===== config.mk =====
export PLATFORM = sky130hd
export DESIGN_NAME = prom_loader_flat
export DESIGN_NICKNAME = d
export VERILOG_FILES = /design/src/rtl/prom_loader_pkg.sv /design/src/rtl/prom_loader_if.sv /design/src/rtl/prom_loader.sv /design/src/flat_wrapper.sv
export SDC_FILE = /design/constraint.sdc
export NUM_CORES = 1
export LEC_CHECK = 0
export ABC_AREA = 1
export CAP_MARGIN = 10
export CORE_MARGIN = 5
export CORE_UTILIZATION = 45
export CTS_BUF_LIST = sky130_fd_sc_hd__clkbuf_2 sky130_fd_sc_hd__clkbuf_4 sky130_fd_sc_hd__clkbuf_8
export DETAILED_ROUTE_END_ITERATION = 6
export PLACE_DENSITY = 0.71
export SLEW_MARGIN = 20
export SYNTH_ARGS = -nofsm -noshare
export SYNTH_HDL_FRONTEND = slang
export SYNTH_SLANG_ARGS = --single-unit

===== constraint.sdc =====
create_clock -name clk -period 4.1 [get_ports clk]
set_input_delay 1.23 -clock clk [delete_from_list [all_inputs] [get_ports clk]]
set_output_delay 1.23 -clock clk [all_outputs]
set_load 0.01 [all_outputs]

===== src/rtl/prom_loader_pkg.sv =====
// Shared constants and FSM state type for the PROM frame loader.
package prom_loader_pkg;

    localparam logic [7:0] SYNC_BYTE = 8'hA5;

    typedef enum logic [2:0] {
        S_IDLE,
        S_COUNT,
        S_LOW,
        S_HIGH,
        S_CHECK
    } state_t;

endpackage


===== src/rtl/prom_loader_if.sv =====
// UART-byte input, PROM write port and status flags of the PROM loader.
interface prom_loader_if #(
    parameter int ROM_WORDS = 4,
    parameter int AW        = $clog2(ROM_WORDS)
);
    logic [7:0]    rx_data_i;
    logic          rx_ready_i;
    logic          rx_ack_o;
    logic          prom_we_o;
    logic [AW-1:0] prom_addr_o;
    logic [15:0]   prom_data_o;
    logic          busy_o;
    logic          done_o;
    logic          error_o;

    // master: byte source / PROM / status observer; slave: the loader
    modport master (
        output rx_data_i, rx_ready_i,
        input  rx_ack_o, prom_we_o, prom_addr_o, prom_data_o, busy_o, done_o, error_o
    );

    modport slave (
        input  rx_data_i, rx_ready_i,
        output rx_ack_o, prom_we_o, prom_addr_o, prom_data_o, busy_o, done_o, error_o
    );
endinterface


===== src/rtl/prom_loader.sv =====
// Parses SYNC/count/words/checksum frames from a UART byte stream into PROM writes.
// Optional inter-byte timeout: define PROM_LOADER_TIMEOUT_EN.
module prom_loader
    import prom_loader_pkg::*;
#(
    parameter int ROM_WORDS      = 4,
    parameter int TIMEOUT_CYCLES = 1250
) (
    input  logic          clk,
    input  logic          reset,
    prom_loader_if.slave  bus
);

    localparam int AW = $clog2(ROM_WORDS);
    localparam int IW = AW + 1;   // index must reach N == ROM_WORDS

    if (ROM_WORDS < 2 || (ROM_WORDS & (ROM_WORDS - 1)) != 0 || TIMEOUT_CYCLES < 1) begin : g_param_check
        $error("prom_loader: ROM_WORDS must be a power of two >= 2, TIMEOUT_CYCLES >= 1");
    end

    state_t        state_q, state_d;
    logic [IW-1:0] idx_q, idx_d, n_q, n_d, idx_inc;
    logic [7:0]    sum_q, sum_d, low_q, low_d, sum_next;
    logic          we_q, we_d, done_q, done_d, err_q, err_d;
    logic [AW-1:0] addr_q, addr_d;
    logic [15:0]   data_q, data_d;

`ifdef PROM_LOADER_TIMEOUT_EN
    localparam int TW = $clog2(TIMEOUT_CYCLES + 1);
    logic [TW-1:0] tmo_q, tmo_d;
`endif

    assign sum_next = sum_q + bus.rx_data_i;
    assign idx_inc  = idx_q + IW'(1);

    always_comb begin
        state_d = state_q;
        idx_d   = idx_q;
        n_d     = n_q;
        sum_d   = sum_q;
        low_d   = low_q;
        we_d    = 1'b0;
        addr_d  = addr_q;
        data_d  = data_q;
        done_d  = done_q;
        err_d   = err_q;
`ifdef PROM_LOADER_TIMEOUT_EN
        tmo_d   = '0;
`endif
        if (bus.rx_ready_i) begin
            unique case (state_q)
                S_IDLE: if (bus.rx_data_i == SYNC_BYTE) begin
                    state_d = S_COUNT;
                    done_d  = 1'b0;
                    err_d   = 1'b0;
                end
                S_COUNT: if (bus.rx_data_i == 8'd0 || int'(bus.rx_data_i) > ROM_WORDS) begin
                    state_d = S_IDLE;
                    err_d   = 1'b1;
                end else begin
                    state_d = S_LOW;
                    n_d     = IW'(bus.rx_data_i);
                    idx_d   = '0;
                    sum_d   = '0;
                end
                S_LOW: begin
                    low_d   = bus.rx_data_i;
                    sum_d   = sum_next;
                    state_d = S_HIGH;
                end
                S_HIGH: begin
                    sum_d   = sum_next;
                    we_d    = 1'b1;
                    addr_d  = idx_q[AW-1:0];
                    data_d  = {bus.rx_data_i, low_q};
                    idx_d   = idx_inc;
                    state_d = (idx_inc == n_q) ? S_CHECK : S_LOW;
                end
                S_CHECK: begin
                    // checksum is the two's complement of the data-byte sum
                    if (sum_next == 8'h00) done_d = 1'b1;
                    else                   err_d  = 1'b1;
                    state_d = S_IDLE;
                end
                default: state_d = S_IDLE;
            endcase
        end
`ifdef PROM_LOADER_TIMEOUT_EN
        else if (state_q != S_IDLE) begin
            if (tmo_q == TW'(TIMEOUT_CYCLES - 1)) begin
                state_d = S_IDLE;
                err_d   = 1'b1;
            end else begin
                tmo_d = tmo_q + TW'(1);
            end
        end
`endif
    end

    always_ff @(posedge clk or posedge reset) begin
        if (reset) begin
            state_q <= S_IDLE;
            idx_q   <= '0;
            n_q     <= '0;
            sum_q   <= '0;
            low_q   <= '0;
            we_q    <= 1'b0;
            addr_q  <= '0;
            data_q  <= '0;
            done_q  <= 1'b0;
            err_q   <= 1'b0;
`ifdef PROM_LOADER_TIMEOUT_EN
            tmo_q   <= '0;
`endif
        end else begin
            state_q <= state_d;
            idx_q   <= idx_d;
            n_q     <= n_d;
            sum_q   <= sum_d;
            low_q   <= low_d;
            we_q    <= we_d;
            addr_q  <= addr_d;
            data_q  <= data_d;
            done_q  <= done_d;
            err_q   <= err_d;
`ifdef PROM_LOADER_TIMEOUT_EN
            tmo_q   <= tmo_d;
`endif
        end
    end

    assign bus.rx_ack_o    = bus.rx_ready_i;
    assign bus.prom_we_o   = we_q;
    assign bus.prom_addr_o = addr_q;
    assign bus.prom_data_o = data_q;
    assign bus.busy_o      = (state_q != S_IDLE);
    assign bus.done_o      = done_q;
    assign bus.error_o     = err_q;

endmodule


===== src/flat_wrapper.sv =====
// flat-port wrapper written by rule: the top's interface ports become plain ports
module prom_loader_flat import prom_loader_pkg::*;
#(
    parameter int ROM_WORDS      = 4,
    parameter int TIMEOUT_CYCLES = 1250
)
  (clk, reset, bus_rx_data_i, bus_rx_ready_i, bus_rx_ack_o, bus_prom_we_o, bus_prom_addr_o, bus_prom_data_o, bus_busy_o, bus_done_o, bus_error_o);
  prom_loader_if #(.ROM_WORDS(ROM_WORDS)) bus_i ();
  input  logic clk;
  input  logic reset;
  input wire logic [$bits(bus_i.rx_data_i)-1:0] bus_rx_data_i;
  input wire logic [$bits(bus_i.rx_ready_i)-1:0] bus_rx_ready_i;
  output wire logic [$bits(bus_i.rx_ack_o)-1:0] bus_rx_ack_o;
  output wire logic [$bits(bus_i.prom_we_o)-1:0] bus_prom_we_o;
  output wire logic [$bits(bus_i.prom_addr_o)-1:0] bus_prom_addr_o;
  output wire logic [$bits(bus_i.prom_data_o)-1:0] bus_prom_data_o;
  output wire logic [$bits(bus_i.busy_o)-1:0] bus_busy_o;
  output wire logic [$bits(bus_i.done_o)-1:0] bus_done_o;
  output wire logic [$bits(bus_i.error_o)-1:0] bus_error_o;
  assign bus_i.rx_data_i = bus_rx_data_i;
  assign bus_i.rx_ready_i = bus_rx_ready_i;
  assign bus_rx_ack_o = bus_i.rx_ack_o;
  assign bus_prom_we_o = bus_i.prom_we_o;
  assign bus_prom_addr_o = bus_i.prom_addr_o;
  assign bus_prom_data_o = bus_i.prom_data_o;
  assign bus_busy_o = bus_i.busy_o;
  assign bus_done_o = bus_i.done_o;
  assign bus_error_o = bus_i.error_o;
  prom_loader #(.ROM_WORDS(ROM_WORDS), .TIMEOUT_CYCLES(TIMEOUT_CYCLES)) u_core (.clk(clk), .reset(reset), .bus(bus_i));
endmodule

; Word level (Yosys, flattened, before mapping)
; Cells that the tools add are included.
[word_totals]
ff_bits = 46
input_bits = 11
output_inout_bits = 23
word_cells = 59
[classes]
add_sub_neg = 2
order_cmp = 1
eq_ne = 11
mux = 16
n_bitwise = 1
n_reduce_logical = 18
[op_table]
columns = operator, n
row1 = logical NOT 8 bit, 2
row2 = one-hot mux 8 bit (2 select lines), 1
row3 = one-hot mux 3 bit (4 select lines), 1
row4 = 2-to-1 mux 3 bit, 3
row5 = AND reduction 3 bit, 3
row6 = adder 8 bit, 1
row7 = equality test 8 bit (second input constant), 1
row8 = > comparator 8 x 3 -> 1 bit (second input constant), 1
row9 = 2-to-1 mux 8 bit, 1
row10 = equality test 3 x 2 -> 1 bit (second input constant), 2
row11 = 2-to-1 mux 1 bit, 6
row12 = != test 2 x 1 -> 1 bit (second input constant), 3
row13 = one-hot mux 3 bit (2 select lines), 1
row14 = AND reduction 2 bit, 3
row15 = nonzero test 2 bit, 3
row16 = nonzero test 3 bit, 2
row17 = AND reduction 5 bit, 1
row18 = != test 2 bit (second input constant), 2
row19 = AND reduction 4 bit, 1
row20 = adder 3 x 1 -> 3 bit (second input constant), 1
row21 = equality test 3 x 1 -> 1 bit (second input constant), 1
row22 = equality test 3 bit, 1
row23 = equality test 3 bit (second input constant), 1
row24 = logical NOT 3 bit, 1
row25 = 6 further kinds, 6

; Depth between registers and ports, before layout
[depth]
ltp_word = 4
mapped_depth = 14
depth_no_buf = 14

; Least setup slack after synthesis
; No wires, ideal clock.
[synth_timing]
kind = input to register
startpoint = in bus_rx_data_i[0]
endpoint = reg u_core.done_q, in the netlist u_core.bus.done_o
setup_time_ns = 0.117
t_arrival_ns = 2.537
required_ns = 3.983
setup_slack_ns = 1.446
stages = 14
n_path_buf = 0
cell_sequence = ha_1 fa_1 nand2_1 nand2_1 nand2_1 nand2_1 nand2_2 nand3_2 nor2_4 nand2_1 nand2_1 nand2_1 nand2_1 nand2_1
[synth_between]
elab_chain_cells = 4
word_cells_on_any_way = 6
classes_between = add/sub (1) / eq/ne (3) / reduce/logical (2)
[synth_rtl]
columns = item, line_no
row1 = "start, declared", flat_wrapper.sv:11  ; input wire logic [$bits(bus_i.rx_data_i)-1:0] bus_rx_data_i;
row2 = adder 8 bit, prom_loader.sv:33  ; assign sum_next = sum_q + bus.rx_data_i;
row3 = logical NOT 8 bit, prom_loader.sv:81  ; if (sum_next == 8'h00) done_d = 1'b1;
row4 = != test 2 x 1 -> 1 bit (no source line), -
row5 = AND reduction 4 bit (no source line) (*), -
row6 = "end signal, assigned", prom_loader.sv:124  ; done_q <= done_d;
row7 = "end, declared", prom_loader.sv:24  ; logic we_q, we_d, done_q, done_d, err_q, err_d;
; Mark *: on every way between the ends. The rest lies on a longest branch, timed or not.
; A chain may end at the register's enable or synchronous reset.

; Worst setup path in the final report
[layout_timing]
startpoint = in bus_rx_ready_i
endpoint = out bus_rx_ack_o
[layout_rtl]
columns = item, line_no
row1 = "start, declared", flat_wrapper.sv:12  ; input wire logic [$bits(bus_i.rx_ready_i)-1:0] bus_rx_ready_i;
row2 = "end, declared", flat_wrapper.sv:13  ; output wire logic [$bits(bus_i.rx_ack_o)-1:0] bus_rx_ack_o;
; No word-level cell between the ends.

==> metrics.yaml <==
global_routing:
  grt_max_degree: 30
  grt_usage_pct: 14.2
  overflow: 0
  antenna_found_initial: 0
  grt_pass1_vias: 1741
  grt_first_pass_wirelength_um: 8110
die:
  start_util_pct: 46.8
  ioPinCount: 34
  fp.dieH_um: 83.3
  placementRows: 26
  dieArea_um2: 6940
  coreArea_um2: 5170
  fp.dieW_um: 83.3
final_layout:
  nets: 345
  stdcell_area_um2: 2910
  n_fill_cell: 475
  synthToLayoutAreaGrowth_pct: 20.2
  drive_gt1_share_pct: 12.3
  diodes: 0
setup_path:
  path_buf_inv: 2
  timing.rr.start: "u_core.sum_q[0]"
  cp_common_cell: "clkdlybuf4s50_1"
  crit_arrival_ns: 2.24
  max_stage_delay_ns: 0.53
  crit_path_start_kind: "input port"
  end_kind: "primary output"
  timing.rr.end: "u_core.bus.done_o"
  critPathSlowestCell: "clkdlybuf4s50_1"
  cp.required_ns: 2.87
  criticalPathCategory: "in2out"
  r2r_cells: 14
  rrSetupSlack_ns: 2.18
  crit_chain: "clkdlybuf4s50_1 -> clkdlybuf4s50_1"
  path_max_fanout: 2
  critPathTopFamily: "buffers and inverters"
worst_hold_path:
  hp-start: "u_core.sum_q[5]"
  min_to: "u_core.sum_q[5]"
  worstHoldPathType: "reg2reg"
  holdPathStages: 2
place:
  place_congestion: 0.848
  io_buffers: 33
  post-dp-hpwl_um: 3480
  placed_area_um2: 2790
pwr:
  p_seq_share_pct: 42.3
  p_int_mw: 0.965
  switching_power_mw: 0.502
  leakagePower_nw: 1.50
  power.density_nw_per_um2: 505
  clkPwrFrac_pct: 23.4
  swShare_pct: 34.2
  combPwrFrac_pct: 34.3
  vdd_drop_max_mv: 0.207
synthesis:
  syn_inst: 289
  ys_ff_latch: 46
  synth_nets: 309
  yosysTopAreaCellShare_pct: 47.6
  synth_top_cell_by_area: "dfrtp_1"
  ys_types: 30
  syn-mean-instance-area_um2: 8.37
  synthTopCellsByArea: "dfrtp_1, nand2_1, o21ai_0"
  synthesis.area_um2: 2420
  seq_area_frac_synth_pct: 47.6
  yosysWarnings: 0
timing:
  clock_skew_ns: 0.00443
  grt_setup_unrepaired: "no"
  finalHoldViolCount: 0
  min_period_ns: 3.47
  drv_slew: 0
  max_slew_margin_pct: 47.2
  whs_ns: 0.479
  worst_slew_pin_slew_ns: 0.788
  setup_tns_ns: 0
  fmax_mhz: 288
  fin_crit_sh_pct: 84.6
  setup-violations-final: 0
drt:
  routed_wl_um: 4660
  vias: 1900
  via_per_inst: 4.80
  route.detailed.drc: 0
  first_pass_iters: 4
  drtAntennaViolNets: 0
  first_iter_violations: 94
  routedWlPerCell_um: 11.8
cts:
  cts_buffers: 5
  post_cts_resized: 0
  post_cts_buffers: 0
  clk_pin_slew_ns: 0.08
  cts_root_buf: "clkbuf_8"
  cts-hold-fix-buffers: 0
  htree_levels: 2
  clock_path_buffers: 2
  clock_latency_ns: 0.30
  clock_sinks: 46
  cts_tree: "done"
job:
  max_cap_viol_count: 0
outcome:
  run_status: "completed"
[stage by stage]
stage / worst slack (ns) / util, % / power, mW / cells
global route: 0.587 / 56.2 / 1.58 / 396
finish: 0.630 / 56.2 / 1.47 / 396
global placement: 0.629 / 54.0 / 1.12 / 388
floorplan: 1.45 / - / 0.963 / 289
CTS: 0.625 / 56.2 / 1.48 / 396
detailed placement: 0.626 / 54.0 / 1.14 / 388
[sequential cells by signal, indices dropped and copies added, names as in the netlist]
register	count
u_core.bus.done_o	1
u_core.bus.error_o	1
u_core.bus.prom_addr_o	2
u_core.bus.prom_data_o	16
u_core.bus.prom_we_o	1
u_core.idx_q	3
u_core.low_q	8
u_core.n_q	3
u_core.state_q	3
u_core.sum_q	8
[cell usage after synthesis, drive strengths merged]
master  number
o21ai       32
fa           1
nor3         1
nand2      114
xnor2        3
nor2        15
xor2         4
nand4        4
o21bai       1
clkinv       1
clkbuf       2
inv         32
buf          4
dfrtp       46
or2          1
a21oi        2
o22ai        1
ha           8
nand3       16
nand3b       1
[layer usage]
layer / vias up / GRT usage (%) / wire [um]
met3: 6 / 3.96 / 257
met4: 0 / 4.61 / 65
met2: 35 / 21.9 / 2040
li1: 980 / - / -
met1: 879 / 19.3 / 2300
met5: - / 0 / 0
[power by group through the flow]
| stage | logic, mW | registers [mW] | clock network, mW |
|---|---|---|---|
| after global routing | 0.575 | 0.636 | 0.367 |
| after detailed placement | 0.507 | 0.630 | 0 |
| after floorplan | 0.325 | 0.638 | 0 |
| after global placement | 0.496 | 0.628 | 0 |
| final | 0.503 | 0.621 | 0.344 |
| after CTS | 0.510 | 0.621 | 0.352 |
[kinds of logic (layout without fill, tap and decap cells)]
logic type | after synthesis | count (layout) | synth area share, %
buffers and inverters | 39 | 76 | 7.71
AOI/OAI and AO/OA | 36 | 36 | 8.02
xor gates and xnor gates | 7 | 7 | 2.53
DFF | 46 | 46 | 47.6
adders and majority gates | 9 | 9 | 4.97
and+or+nand+nor | 152 | 152 | 29.2
[layout make-up]
class	instances	area [um^2]	area share, %
timing repair buffer	35	345	11.9
inverter	33	129	4.43
sequential	46	1150	39.6
tap	70	87.6	3.01
clock inverter	2	37.5	1.29
multi-input combinational	204	1080	37.2
clock buffer	6	76.3	2.62
[worst max-delay path by stage]
stage | start | end | slack [ns] | cells past startpoint
after floorplan | bus_rx_data_i[0] | u_core.bus.done_o | 1.45 | 14
after global placement | bus_rx_ready_i | bus_rx_ack_o | 0.63 | 2
after detailed placement | bus_rx_ready_i | bus_rx_ack_o | 0.63 | 2
after CTS | bus_rx_ready_i | bus_rx_ack_o | 0.63 | 2
after global routing | bus_rx_ready_i | bus_rx_ack_o | 0.59 | 2
final | bus_rx_ready_i | bus_rx_ack_o | 0.63 | 2
[cell usage in the layout (no fill, tap or decap), types with 2 or more instances in the layout]
| cell type | n |
|---|---|
| nand2_1 | 101 |
| dfrtp_1 | 46 |
| clkdlybuf4s50_1 | 33 |
| o21ai_0 | 30 |
| inv_1 | 27 |
| nand3_1 | 14 |
| nand2_2 | 13 |
| nor2_1 | 9 |
| ha_1 | 8 |
| clkbuf_8 | 5 |
| nor2_4 | 4 |
| nand4_1 | 4 |
| xor2_1 | 4 |
| inv_2 | 3 |
| xnor2_1 | 3 |
| nor2_2 | 2 |
| clkinv_1 | 2 |
| a21oi_1 | 2 |
| nand3_2 | 2 |
| buf_4 | 2 |
(Power assumes the default switching activity.)
